**src/rtl/bram_fsm_pkg.sv**
```systemverilog
// Shared definitions for the BRAM read/write sequencing FSMs.
// Holds the state encoding and the sizing helper for the word index counter.
`timescale 1ns/1ps
package bram_fsm_pkg;

  typedef enum logic [1:0] {
    IDLE  = 2'd0,
    WRITE = 2'd1,
    DONE  = 2'd2
  } fsm_state_t;

  // Index counter width; n+1 keeps it at least 1 bit wide when n == 1.
  function automatic int idx_width(input int n);
    return (n < 1) ? 1 : $clog2(n + 1);
  endfunction

endpackage

```
**src/rtl/bram_write_fsm.sv**
```systemverilog
// Snapshots NUM_MODULE_OUTPUT result words on a start request and writes them
// one per cycle to consecutive BRAM addresses, then holds DONE until start drops.
`timescale 1ns/1ps
module bram_write_fsm
  import bram_fsm_pkg::*;
#(
  parameter int DATA_WIDTH        = 10,
  parameter int ADDR_WIDTH        = 10,
  parameter int NUM_MODULE_OUTPUT = 4,
  parameter int START_ADDRESS     = 0
) (
  input  logic                                   clk,
  input  logic                                   reset,
  input  logic [NUM_MODULE_OUTPUT*DATA_WIDTH-1:0] module_outputs,
  input  logic                                   write_start,
  output logic                                   write_done,
  output logic                                   busy,
  output logic [ADDR_WIDTH-1:0]                  BRAM_address,
  output logic [DATA_WIDTH-1:0]                  BRAM_wdata,
  output logic                                   BRAM_we,
  output logic                                   BRAM_enable,
  output logic [1:0]                             dbg_state
);

  localparam int IW = idx_width(NUM_MODULE_OUTPUT);
  localparam logic [ADDR_WIDTH-1:0] C_START = ADDR_WIDTH'(START_ADDRESS);
  localparam logic [IW-1:0]         C_LAST  = IW'(NUM_MODULE_OUTPUT - 1);

  // Handshake: write_start is a level request, only looked at in IDLE and DONE.
  // write_done stays high in DONE until write_start is seen low, so a held
  // request can never launch a second transaction.
  fsm_state_t                              r_state;
  logic [IW-1:0]                           r_index;
  logic [NUM_MODULE_OUTPUT*DATA_WIDTH-1:0] r_shadow;
  logic [DATA_WIDTH-1:0]                   w_word;

  always_ff @(posedge clk or posedge reset) begin
    if (reset) begin
      r_state  <= IDLE;
      r_index  <= '0;
      r_shadow <= '0;
    end else begin
      case (r_state)
        IDLE: begin
          if (write_start) begin
            r_shadow <= module_outputs;
            r_index  <= '0;
            r_state  <= WRITE;
          end
        end
        WRITE: begin
          if (r_index == C_LAST) begin
            r_index <= '0;
            r_state <= DONE;
          end else begin
            r_index <= r_index + 1'b1;
          end
        end
        DONE: begin
          if (!write_start) r_state <= IDLE;
        end
        default: begin
          r_state <= IDLE;
          r_index <= '0;
        end
      endcase
    end
  end

  always_comb begin
    w_word = '0;
    for (int i = 0; i < NUM_MODULE_OUTPUT; i++) begin
      if (r_index == IW'(i)) w_word = r_shadow[i*DATA_WIDTH +: DATA_WIDTH];
    end
  end

  // Outputs depend only on registered state so the BRAM port sees clean strobes.
  always_comb begin
    write_done   = 1'b0;
    busy         = 1'b0;
    BRAM_we      = 1'b0;
    BRAM_enable  = 1'b0;
    BRAM_address = C_START;
    BRAM_wdata   = '0;
    case (r_state)
      WRITE: begin
        busy         = 1'b1;
        BRAM_we      = 1'b1;
        BRAM_enable  = 1'b1;
        BRAM_address = C_START + ADDR_WIDTH'(r_index);
        BRAM_wdata   = w_word;
      end
      DONE:    write_done = 1'b1;
      default: ;
    endcase
  end

  assign dbg_state = r_state;

endmodule
```
**config.mk**
```make
export PLATFORM = sky130hd
export DESIGN_NAME = bram_write_fsm
export DESIGN_NICKNAME = d
export VERILOG_FILES = /design/src/rtl/bram_fsm_pkg.sv /design/src/rtl/bram_write_fsm.sv
export SDC_FILE = /design/constraint.sdc
export NUM_CORES = 1
export LEC_CHECK = 0
export CORE_ASPECT_RATIO = 0.8
export CORE_UTILIZATION = 44
export CTS_CLUSTER_SIZE = 8
export DETAILED_ROUTE_END_ITERATION = 12
export PLACE_DENSITY = 0.79
export SLEW_MARGIN = 40
export SYNTH_ARGS = -nofsm -noshare
export SYNTH_HDL_FRONTEND = slang
export SYNTH_SLANG_ARGS = --single-unit
export TNS_END_PERCENT = 30
```
**constraint.sdc**
```tcl
create_clock -name clk -period 3.7 [get_ports clk]
set_input_delay 0.74 -clock clk [delete_from_list [all_inputs] [get_ports clk]]
set_output_delay 0.74 -clock clk [all_outputs]
set_load 0.01 [all_outputs]
```
Word-level counts from Yosys, hierarchy flattened
Index checks and enable logic that the tools add are counted.
{ "totals": {"ff_bits": 45, "latchBits": 0, "ram_bits": 0, "romBits": 0, "out_inout_bits": 26, "mem_count": 0} }
{ "op_classes": {"addsub": 1, "multipliers": 0, "div": 0, "order_cmp": 0, "eq_ne": 8, "shift": 0, "mux": 15, "bitwise": 1, "n_reduce_logical": 5} }
{ "ops": {"columns": ["cell", "count"], "rows": [
  ["$mux 10", 5],
  ["$mux 3", 3],
  ["$pmux 3 s3", 1],
  ["$eq 3x2->1 const B", 2],
  ["$mux 2", 3],
  ["$ne 2x2->1 const B", 3],
  ["$pmux 2 s3", 1],
  ["$reduce_and 2->1", 2],
  ["$add 3x1->3 const B", 1],
  ["$eq 3x1->1 const B", 1],
  ["$logic_not 3->1", 1],
  ["$reduce_and 3->1", 1],
  ["$eq 2x1->1 const B", 1],
  ["$eq 2x2->1 const B", 1],
  ["$logic_not 2->1", 1],
  ["$mux 1", 2],
  ["$not 1->1", 1]
]} }

Logic depth before layout (Yosys ltp)
Gate-level depths: netlist (run 1).
{ "depth": {"ltp_word": 6, "ltp_mapped": 6, "depth_no_buf": 5} }

Worst setup path after synthesis (run 1)
Ideal clock, no wire load.
{ "synth_timing": {"kind": "register -> output", "start": "register r_index[0]", "end": "output BRAM_wdata[0]", "t_arrival_ps": 1359, "t_required_ps": 2960, "setup_slack_ps": 1601, "stages_incl_launch_ff": 7, "path_buffers": 1, "cell_sequence": "dfrtp_1 > inv_1 > ha_1 > nor2b_1 > buf_1 > a221oi_1 > o2bb2ai_1"} }
{ "synth_between": {"elab_chain_len": 6, "elab_cells_between_ends": 9} }
{ "synth_lines": {"columns": ["item", "line_no", "source"], "rows": [
  ["start, declared", "bram_write_fsm.sv:33", "logic [IW-1:0] r_index;"],
  ["start signal, assigned", "bram_write_fsm.sv:56", "r_index <= r_index + 1'b1;"],
  ["$logic_not 3->1", "bram_write_fsm.sv:73", "if (r_index == IW'(i)) w_word = r_shadow[i*DATA_WIDTH +: DATA_WIDTH];"],
  ["$mux 10 (3 in series)", "bram_write_fsm.sv:73", null],
  ["$mux 10 *", "bram_write_fsm.sv:73", null],
  ["$mux 10 *", "bram_write_fsm.sv:85", "case (r_state)"],
  ["end, declared", "bram_write_fsm.sv:19", "output logic [DATA_WIDTH-1:0] BRAM_wdata,"]
]} }
Mark *: on every way between the ends. The rest lies on a longest branch, timed or not.

Worst setup path after layout (run 1)
{ "layout_timing": {"start": "register r_index[1]", "end": "output BRAM_wdata[5]"} }
Same word-level chain as after synthesis.

==> run metrics, run 1 <==
outcome finished, final reports clean; Peak supply drop 0.406 mV; crit end category primary output; clock sink total 45; skew final 0.00505 ns; drt pass-1 iters 4; FMAX 298 MHz; CTS tree yes; final layout net count 270; final worst slack 0.345 ns; switch share 0.337; CP Cell Sequence inv_1, ha_1, nor2b_1, a221oi_1, o2bb2ai_1, clkdlybuf4s50_1; Switch Pwr 0.000813 W; Antenna diodes 0; initial antenna violation count 0; worst slew pin tran 0.611 ns; Slowest-stage cell, CP clkdlybuf4s50_1; worst hold slack 0.495 ns; fin crit share 0.907; Clk pwr share 0.157; RSZ-0062 raised after global routing false; Crit Path Max Fanout 11; die height 64.2 µm; CP peak stage delay 0.57 ns; Internal Power 0.00160 W; overall routed net length 4470 µm; H-tree levels 2; post-CTS repair timing setup buffer count 0; I/O Pins 69; Synth Instances 164; Flop pwr share 0.373; Initial DRC Count 58; r2r worst-path depth 4; synth warn 0; Tmin final 3.35 ns; power density cells 838 nW/µm²; vias in the first global route 1,389; Area after DPL 2760 µm²; Worst Path Buf+Inv 2; Combinational Power Share 0.469; wire length on met2 1900 µm; maximum number of pins on one net before global-route repair 29; I/O Buffers 61; critical path depth 6; routability congestion estimate 0.862; Detail Route Antenna Nets 0; met3 wire length 291 µm; Filler Cell Count 383; clock insertion delay at the later pin of the skew report 0.30 ns; Worst Path Required 2.96 ns; die area 5120 µm²; synth unique cells 26; max cap viols 0; CP Class flop to primary output; drt wl/cell 15.8 µm; Core Area 4620 µm²; syn avg cell area 13.0 µm²; clk slew on worst S/H paths 0.08 ns; area delta synth->final 35.2%; Via density 5.17; final hold vios 0; Initial Utilization 0.460; first-pass GRT wire length 7090 µm; Arr. time, crit path 2.61 ns; row cnt 22; delay-heaviest family, CP buffers and inverters; layout cell share with drive strength beyond 1 0.223; hold depth 1; highest metal used met4; Residual DRC 0; Metal-1 WL 2240 µm; CTS resizes 0; grt ovf 0; HP Class flop to flop; routed vias 1,468; crit path launch type flop; setup violators final 0; HPWL after DPL 3290 µm; mapped cell area 2130 µm²; Finished Core Util 0.622; Finished Cell Area 2880 µm²; Tot GR Track Use 0.189; Placement Setup Slack 0.686 ns; Clock Path Buffers 2; number of buffers created by CTS 5; die width 79.8 µm; Final Max Slew Viols 0; Rel. slew slack 0.592; #FFs+latches synth 45; TNS Setup 0 ns; # hold bufs at CTS 0; Clock Tree Root clkbuf_8; Leak 1.17 nW; sequential area share after synthesis 0.529
==> cells in the final DEF (no fill, tap or decap), types with 2 or more instances in the layout <==
| master | synthesis | final |
|---|---|---|
| a221oi_1 | 10 | 10 |
| buf_4 | 13 | 2 |
| clkbuf_8 | 0 | 6 |
| clkdlybuf4s50_1 | 0 | 61 |
| conb_1 | 1 | 7 |
| dfrtp_1 | 45 | 45 |
| ha_1 | 4 | 4 |
| inv_1 | 5 | 4 |
| mux2_1 | 3 | 3 |
| mux2_2 | 37 | 37 |
| nand2b_1 | 4 | 4 |
| nor2_1 | 5 | 5 |
| o21ai_0 | 9 | 9 |
| o21ai_1 | 3 | 3 |
| o2bb2ai_1 | 10 | 10 |
==> state kept, by name, summed over array words and instances, names as in the netlist <==
name and cells:
r_shadow 40, dbg_state 2, r_index 3
==> metrics by stage <==
step,power [W],std cells
2_1_floorplan,0.00159,170
3_3_place_gp,0.00201,276
3_5_place_dp,0.00204,276
4_1_cts,0.00242,284
5_1_grt,0.00257,284
6_report,0.00241,284
==> area by class of cell <==
| cell class | instances | area [µm²] | share of cell area |
|---|---|---|---|
| flip-flops and latches | 45 | 1130 | 0.391 |
| inverters | 5 | 20.0 | 0.00696 |
| clock inverters | 1 | 30.0 | 0.0104 |
| multi-input cells | 102 | 893 | 0.311 |
| clock buffers | 7 | 86.3 | 0.0300 |
| well taps | 60 | 75.1 | 0.0261 |
| repair buffers | 64 | 646 | 0.224 |
==> cell families (layout without fill, tap and decap cells) <==
group | after synthesis | in the layout | synth area share
flops | 45 | 45 | 0.529
mux | 40 | 40 | 0.212
compound gates | 36 | 36 | 0.124
buf+inv | 23 | 77 | 0.0641
simple gates | 15 | 15 | 0.0459
fa+ha+maj | 4 | 4 | 0.0235
other cells | 1 | 7 | 0.00176
==> power by group through the flow <==
stage / registers [W] / clock network [W] / logic [W]
after floorplan: 0.000849 / 0 / 0.000737
after global placement: 0.000903 / 0 / 0.00111
after detailed placement: 0.000902 / 0 / 0.00113
after CTS: 0.000895 / 0.000385 / 0.00114
after global routing: 0.000929 / 0.000413 / 0.00122
final: 0.000900 / 0.000379 / 0.00113
==> final timing paths <==
path,start,slack [ns],end
setup / recovery,r_index[1],0.35,BRAM_wdata[5]
hold / removal,r_shadow[26],0.49,r_shadow[26]
setup reg to reg,dbg_state[1],1.86,r_shadow[25]
hold reg to reg,r_shadow[26],0.49,r_shadow[26]
max in group asynchronous,reset,2.34,r_shadow[1]
min in group asynchronous,reset,0.76,dbg_state[1]
==> per-layer routing <==
metal / vias to the layer above / global-route usage
li1: 694 / -
met1: 713 / 0.285
met2: 56 / 0.252
met3: 5 / 0.0500
met4: 0 / 0.0804
met5: - / 0
==> synth_stat cells <==
cell / n / share of area
ha_1: 4 / 0.024
and2_1: 1 / 0.0029
mux2_1: 3 / 0.016
buf_1: 1 / 0.0018
nand2_1: 1 / 0.0018
nand2b_1: 4 / 0.012
a221oi_1: 10 / 0.041
buf_4: 13 / 0.046
o2bb2ai_1: 10 / 0.041
o21a_1: 1 / 0.0035
dfrtp_1: 45 / 0.53
a21oi_1: 1 / 0.0023
clkbuf_1: 3 / 0.0053
nand3b_1: 1 / 0.0035
nor2_2: 1 / 0.0029
mux2_2: 37 / 0.20
buf_2: 1 / 0.0023
o21ai_1: 3 / 0.0071
a21o_1: 1 / 0.0035
o21ai_0: 9 / 0.021
nor2_1: 5 / 0.0088
nor2b_1: 1 / 0.0029
inv_1: 5 / 0.0088
a22o_1: 1 / 0.0041
nor4b_4: 1 / 0.011
conb_1: 1 / 0.0018
No activity file was read; power rests on OpenSTA's default activity.
==> inputs of run 2 (changes only) <==
--- a/config.mk
+++ b/config.mk
@@ -6,10 +6,10 @@
 export NUM_CORES = 1
 export LEC_CHECK = 0
 export CORE_ASPECT_RATIO = 0.8
-export CORE_UTILIZATION = 44
+export CORE_UTILIZATION = 31
 export CTS_CLUSTER_SIZE = 8
 export DETAILED_ROUTE_END_ITERATION = 12
-export PLACE_DENSITY = 0.79
+export PLACE_DENSITY = 0.6
 export SLEW_MARGIN = 40
 export SYNTH_ARGS = -nofsm -noshare
 export SYNTH_HDL_FRONTEND = slang
==> run 2 against run 1 <==
Effect of this change:
- clock power shrank 5%
- routed wire length grew 5.6%
- clock skew is essentially flat
- cell area is essentially flat
- count of clock-buffer cells in the layout shrank 2
- first-iteration DRC count shrank 17%
- global-route usage shrank 5.0 points
- maximum frequency shrank 0.68%
- critical endpoint is now BRAM_wdata[3]
- highest routed layer unchanged
==> run metrics, run 2 (synthesis results as in run 1) <==
clock sink total 45; TNS Setup 0 ns; maximum number of pins on one net before global-route repair 46; crit path launch type flop; CP Capture Point BRAM_wdata[3]; Final Max Slew Viols 0; power density cells 826 nW/µm²; RSZ-0062 raised after global routing false; Slowest-stage cell, CP clkdlybuf4s50_1; Tot GR Track Use 0.139; first-pass GRT wire length 7560 µm; FMAX 296 MHz; Peak supply drop 0.319 mV; die width 94.6 µm; overall routed net length 4720 µm; delay-heaviest family, CP buffers and inverters; Power Total 0.00238 W; area delta synth->final 35.1%; Clock Tree Root clkbuf_8; critical path depth 6; Residual DRC 0; Crit Path Max Fanout 11; Initial Utilization 0.327; final layout net count 269; Detail Route Antenna Nets 0; routed vias 1,434; Arr. time, crit path 2.64 ns; fin crit share 0.913; post-CTS repair timing setup buffer count 0; initial antenna violation count 0; commonest non-fill, non-tap cells in the layout 61 x clkdlybuf4s50_1, 45 x dfrtp_1, 37 x mux2_2, 10 x a221oi_1, 10 x o2bb2ai_1; die area 7200 µm²; Finished Cell Area 2880 µm²; final hold vios 0; Antenna diodes 0; r2r worst-path depth 4; HP Class flop to flop; Clock Path Buffers 2; Filler Cell Count 631; CP Cell Sequence inv_1, ha_1, nor2b_1, a221oi_1, o2bb2ai_1, clkdlybuf4s50_1; Initial DRC Count 48; Finished Core Util 0.442; outcome finished, final reports clean; clock insertion delay at the later pin of the skew report 0.30 ns; Rel. slew slack 0.593; r2r setup slk 1.79 ns; I/O Buffers 61; storage element area 1130 µm²; r2r endpoint r_shadow[8]; Area after DPL 2770 µm²; routability congestion estimate 0.736; vias in the first global route 1,447; die height 76.1 µm; drt pass-1 iters 4; CP Class flop to primary output; number of buffers created by CTS 5; Core Area 6510 µm²; CP peak stage delay 0.56 ns; clk slew on worst S/H paths 0.08 ns; reg2reg start dbg_state[1]; Tmin final 3.38 ns; worst slew pin tran 0.610 ns; area of the multi-input gates 893 µm²; skew final 0.00542 ns; HPWL after DPL 3490 µm; setup violators final 0; CTS tree yes; # hold bufs at CTS 0; grt ovf 0; max cap viols 0; max FFs per register 40; Most flops, register r_shadow; crit end category primary output; commonest non-fill, non-tap cell in the layout clkdlybuf4s50_1; I/O Pins 69; Leak 1.16 nW; Worst Path Buf+Inv 2; hold depth 1; Worst Setup SP r_index[1]; Via density 4.69; layout cell share with drive strength beyond 1 0.221; Worst Path Required 2.96 ns; final worst slack 0.322 ns; CTS resizes 0; drt wl/cell 15.4 µm; H-tree levels 2; row cnt 26; Placement Setup Slack 0.668 ns
run 2: cell types whose count changed in the layout (fill, tap and decap cells not counted), sizes merged:
cell | previous run | this run
buf | 3 | 2
inv | 4 | 5
clkbuf | 7 | 5
run 2: how the worst min path moves through the flow:
stage / to / start / slack (ns)
CTS: r_shadow[26] / r_shadow[26] / 0.49
detailed placement: r_shadow[26] / r_shadow[26] / 0.47
global route: r_shadow[26] / r_shadow[26] / 0.51
finish: r_shadow[26] / r_shadow[26] / 0.49
global placement: r_shadow[26] / r_shadow[26] / 0.46
floorplan: r_shadow[25] / r_shadow[25] / 0.45
run 2: metrics by stage:
| stage | hold slack (ns) | instances |
|---|---|---|
| 4_1_cts | 0.490 | 306 |
| 5_1_grt | 0.507 | 306 |
| 3_3_place_gp | 0.463 | 299 |
| 2_1_floorplan | 0.453 | 170 |
| 6_report | 0.491 | 306 |
| 3_5_place_dp | 0.470 | 299 |
run 2: layout make-up:
class / instances / area share
clock inverters: 2 / 0.0122
repair buffers: 63 / 0.218
clock buffers: 5 / 0.0239
multi-input cells: 102 / 0.311
inverters: 5 / 0.00740
flip-flops and latches: 45 / 0.392
well taps: 84 / 0.0366
run 2: report_power, final:
part / switching, W / total (W) / internal [W]
Clock: 0.000163 / 0.000360 / 0.000196
Combinational: 0.000490 / 0.00112 / 0.000631
Sequential: 0.000157 / 0.000895 / 0.000737
run 2: worst register-to-register path, cell delays in order (launching register included):
cell and delay, ns:
dfrtp_1 0.44, nand2b_1 0.23, nor2_4 0.31, buf_4 0.42, mux2_2 0.40
run 2: metal layers:
metal  part of all wire  track usage  routed length [µm]
met1               0.51        0.209                2410
met2               0.41        0.188                1960
met3              0.063       0.0379                 297
met4              0.013       0.0500                  63
met5                  0            0                   0
==> inputs of run 3 (changes only) <==
==> constraint.sdc (replaced) <==
create_clock -name clk -period 3.3 [get_ports clk]
set_input_delay 0.66 -clock clk [delete_from_list [all_inputs] [get_ports clk]]
set_output_delay 0.66 -clock clk [all_outputs]
set_load 0.01 [all_outputs]
==> run 3 against run 2 <==
Effect of this change:
- register-to-register slack lost 0.22 ns
- total power grew 14%
- non-clock buffer count grew 3
- utilization grew 0.54 points
- first-iteration DRC count shrank 13%
- cell count grew 1.3%
- sequential power grew 11%
- die area is the same
- via count grew 3.6%
- hold slack lost 0.0049 ns
- clock power grew 19%
- clock skew shrank 0.0023 ns
- highest routed layer unchanged
==> run metrics, run 3 (synthesis results as in run 1) <==
outcome finished, final reports clean; I/O Pins 69; setup violators final 0; Internal Power 0.00180 W; Residual DRC 0; clock insertion delay at the later pin of the skew report 0.29 ns; Clock Path Buffers 2; commonest non-fill, non-tap cell in the layout clkdlybuf4s50_1; die area 7200 µm²; skew final 0.00316 ns; final hold vios 0; Initial DRC Count 42; overall routed net length 4680 µm; Clock Tree Root clkbuf_8; CP Class flop to primary output; TNS Setup 0 ns; Core Area 6510 µm²; drt pass-1 iters 4; HPWL after DPL 3370 µm; final std cells w/o fill 310; vias in the first global route 1,404; Arr. time, crit path 2.41 ns; Final Max Slew Viols 0; switch share 0.338; crit end category primary output; number of buffers created by CTS 5; Finished Core Util 0.447; max cap viols 0; drt wl/cell 15.1 µm; Flop pwr share 0.365; initial antenna violation count 0; FMAX 325 MHz; HP Class flop to flop; max FFs per register 40; routed vias 1,485; dpl cells 302; H-tree levels 2; Placement Setup Slack 0.559 ns; Crit Path Max Fanout 10; post-CTS repair timing setup buffer count 0; clk slew on worst S/H paths 0.08 ns; row cnt 26; Via density 4.79; CP Cell Sequence ha_1, nor4b_4, o21ai_0, o2bb2ai_1, clkdlybuf4s50_1; commonest non-fill, non-tap cells in the layout 61 x clkdlybuf4s50_1, 45 x dfrtp_1, 37 x mux2_2, 10 x a221oi_1, 10 x o2bb2ai_1; Rel. slew slack 0.622; die width 94.6 µm; I/O Buffers 61; Detail Route Antenna Nets 0; final layout net count 272; crit path launch type flop; Tot GR Track Use 0.134; maximum number of pins on one net before global-route repair 46; Switch Pwr 0.000917 W; Leak 1.18 nW; Most flops, register r_shadow; Initial Utilization 0.327; area delta synth->final 36.7%; fin crit share 0.932; Worst Path Required 2.64 ns; CTS tree yes; final worst slack 0.225 ns; Clk pwr share 0.158; Slowest-stage cell, CP clkdlybuf4s50_1; Antenna diodes 0; die height 76.1 µm; Tmin final 3.07 ns; routability congestion estimate 0.749; RSZ-0062 raised after global routing false; power density cells 933 nW/µm²; first-pass GRT wire length 7280 µm; # hold bufs at CTS 0; CTS resizes 0; Combinational Power Share 0.476; CP peak stage delay 0.56 ns; worst slew pin tran 0.567 ns; layout cell share with drive strength beyond 1 0.230; clock sink total 45; Peak supply drop 0.439 mV; grt ovf 0
[run 3: per-stage QoR]
stage	hold slack (ns)	total power, W	instance area, µm²
2_1_floorplan	0.453	0.00178	2150
3_3_place_gp	0.465	0.00230	2790
3_5_place_dp	0.471	0.00231	2790
4_1_cts	0.490	0.00275	2910
5_1_grt	0.499	0.00290	2910
6_report	0.486	0.00272	2910
[run 3: layout make-up]
class,instances,area [µm²]
fill,633,3600
timing repair buffer,66,648
tap,84,105
clock buffer,7,86.3
clock inverter,1,30.0
inverter,5,21.3
sequential,45,1130
multi-input combinational,102,893
[run 3: power by group through the flow]
stage               clock network (W)  registers [W]  logic [W]
floorplan                           0       0.000951   0.000826
global placement                    0        0.00100    0.00130
detailed placement                  0        0.00100    0.00131
CTS                          0.000442       0.000994    0.00132
global route                 0.000471        0.00103    0.00140
finish                       0.000430       0.000992    0.00129
[run 3: final timing paths]
| path | slack (ns) | to | depth (start not counted) | from |
|---|---|---|---|---|
| min | 0.49 | r_shadow[26] | 1 | r_shadow[26] |
| max in group asynchronous | 2.14 | dbg_state[0] | 2 | reset |
| min reg2reg | 0.49 | r_shadow[26] | 1 | r_shadow[26] |
| min in group asynchronous | 0.76 | r_shadow[35] | 2 | reset |
| max | 0.23 | BRAM_wdata[3] | 5 | r_index[0] |
| max reg2reg | 1.57 | r_shadow[17] | 4 | dbg_state[1] |
[run 3: per-layer routing]
| metal | global-route usage | routed length [µm] |
|---|---|---|
| met5 | 0 | 0 |
| met4 | 0.0424 | 57 |
| met3 | 0.0359 | 284 |
| met2 | 0.179 | 1950 |
| met1 | 0.205 | 2400 |
[run 3: worst max-delay path: cells and delay by family (launching register included)]
family          cells  cell delay, ns
buf+inv             1            0.56
flops               1            0.43
fa+ha+maj           1            0.28
compound gates      2            0.38
simple gates        1            0.47
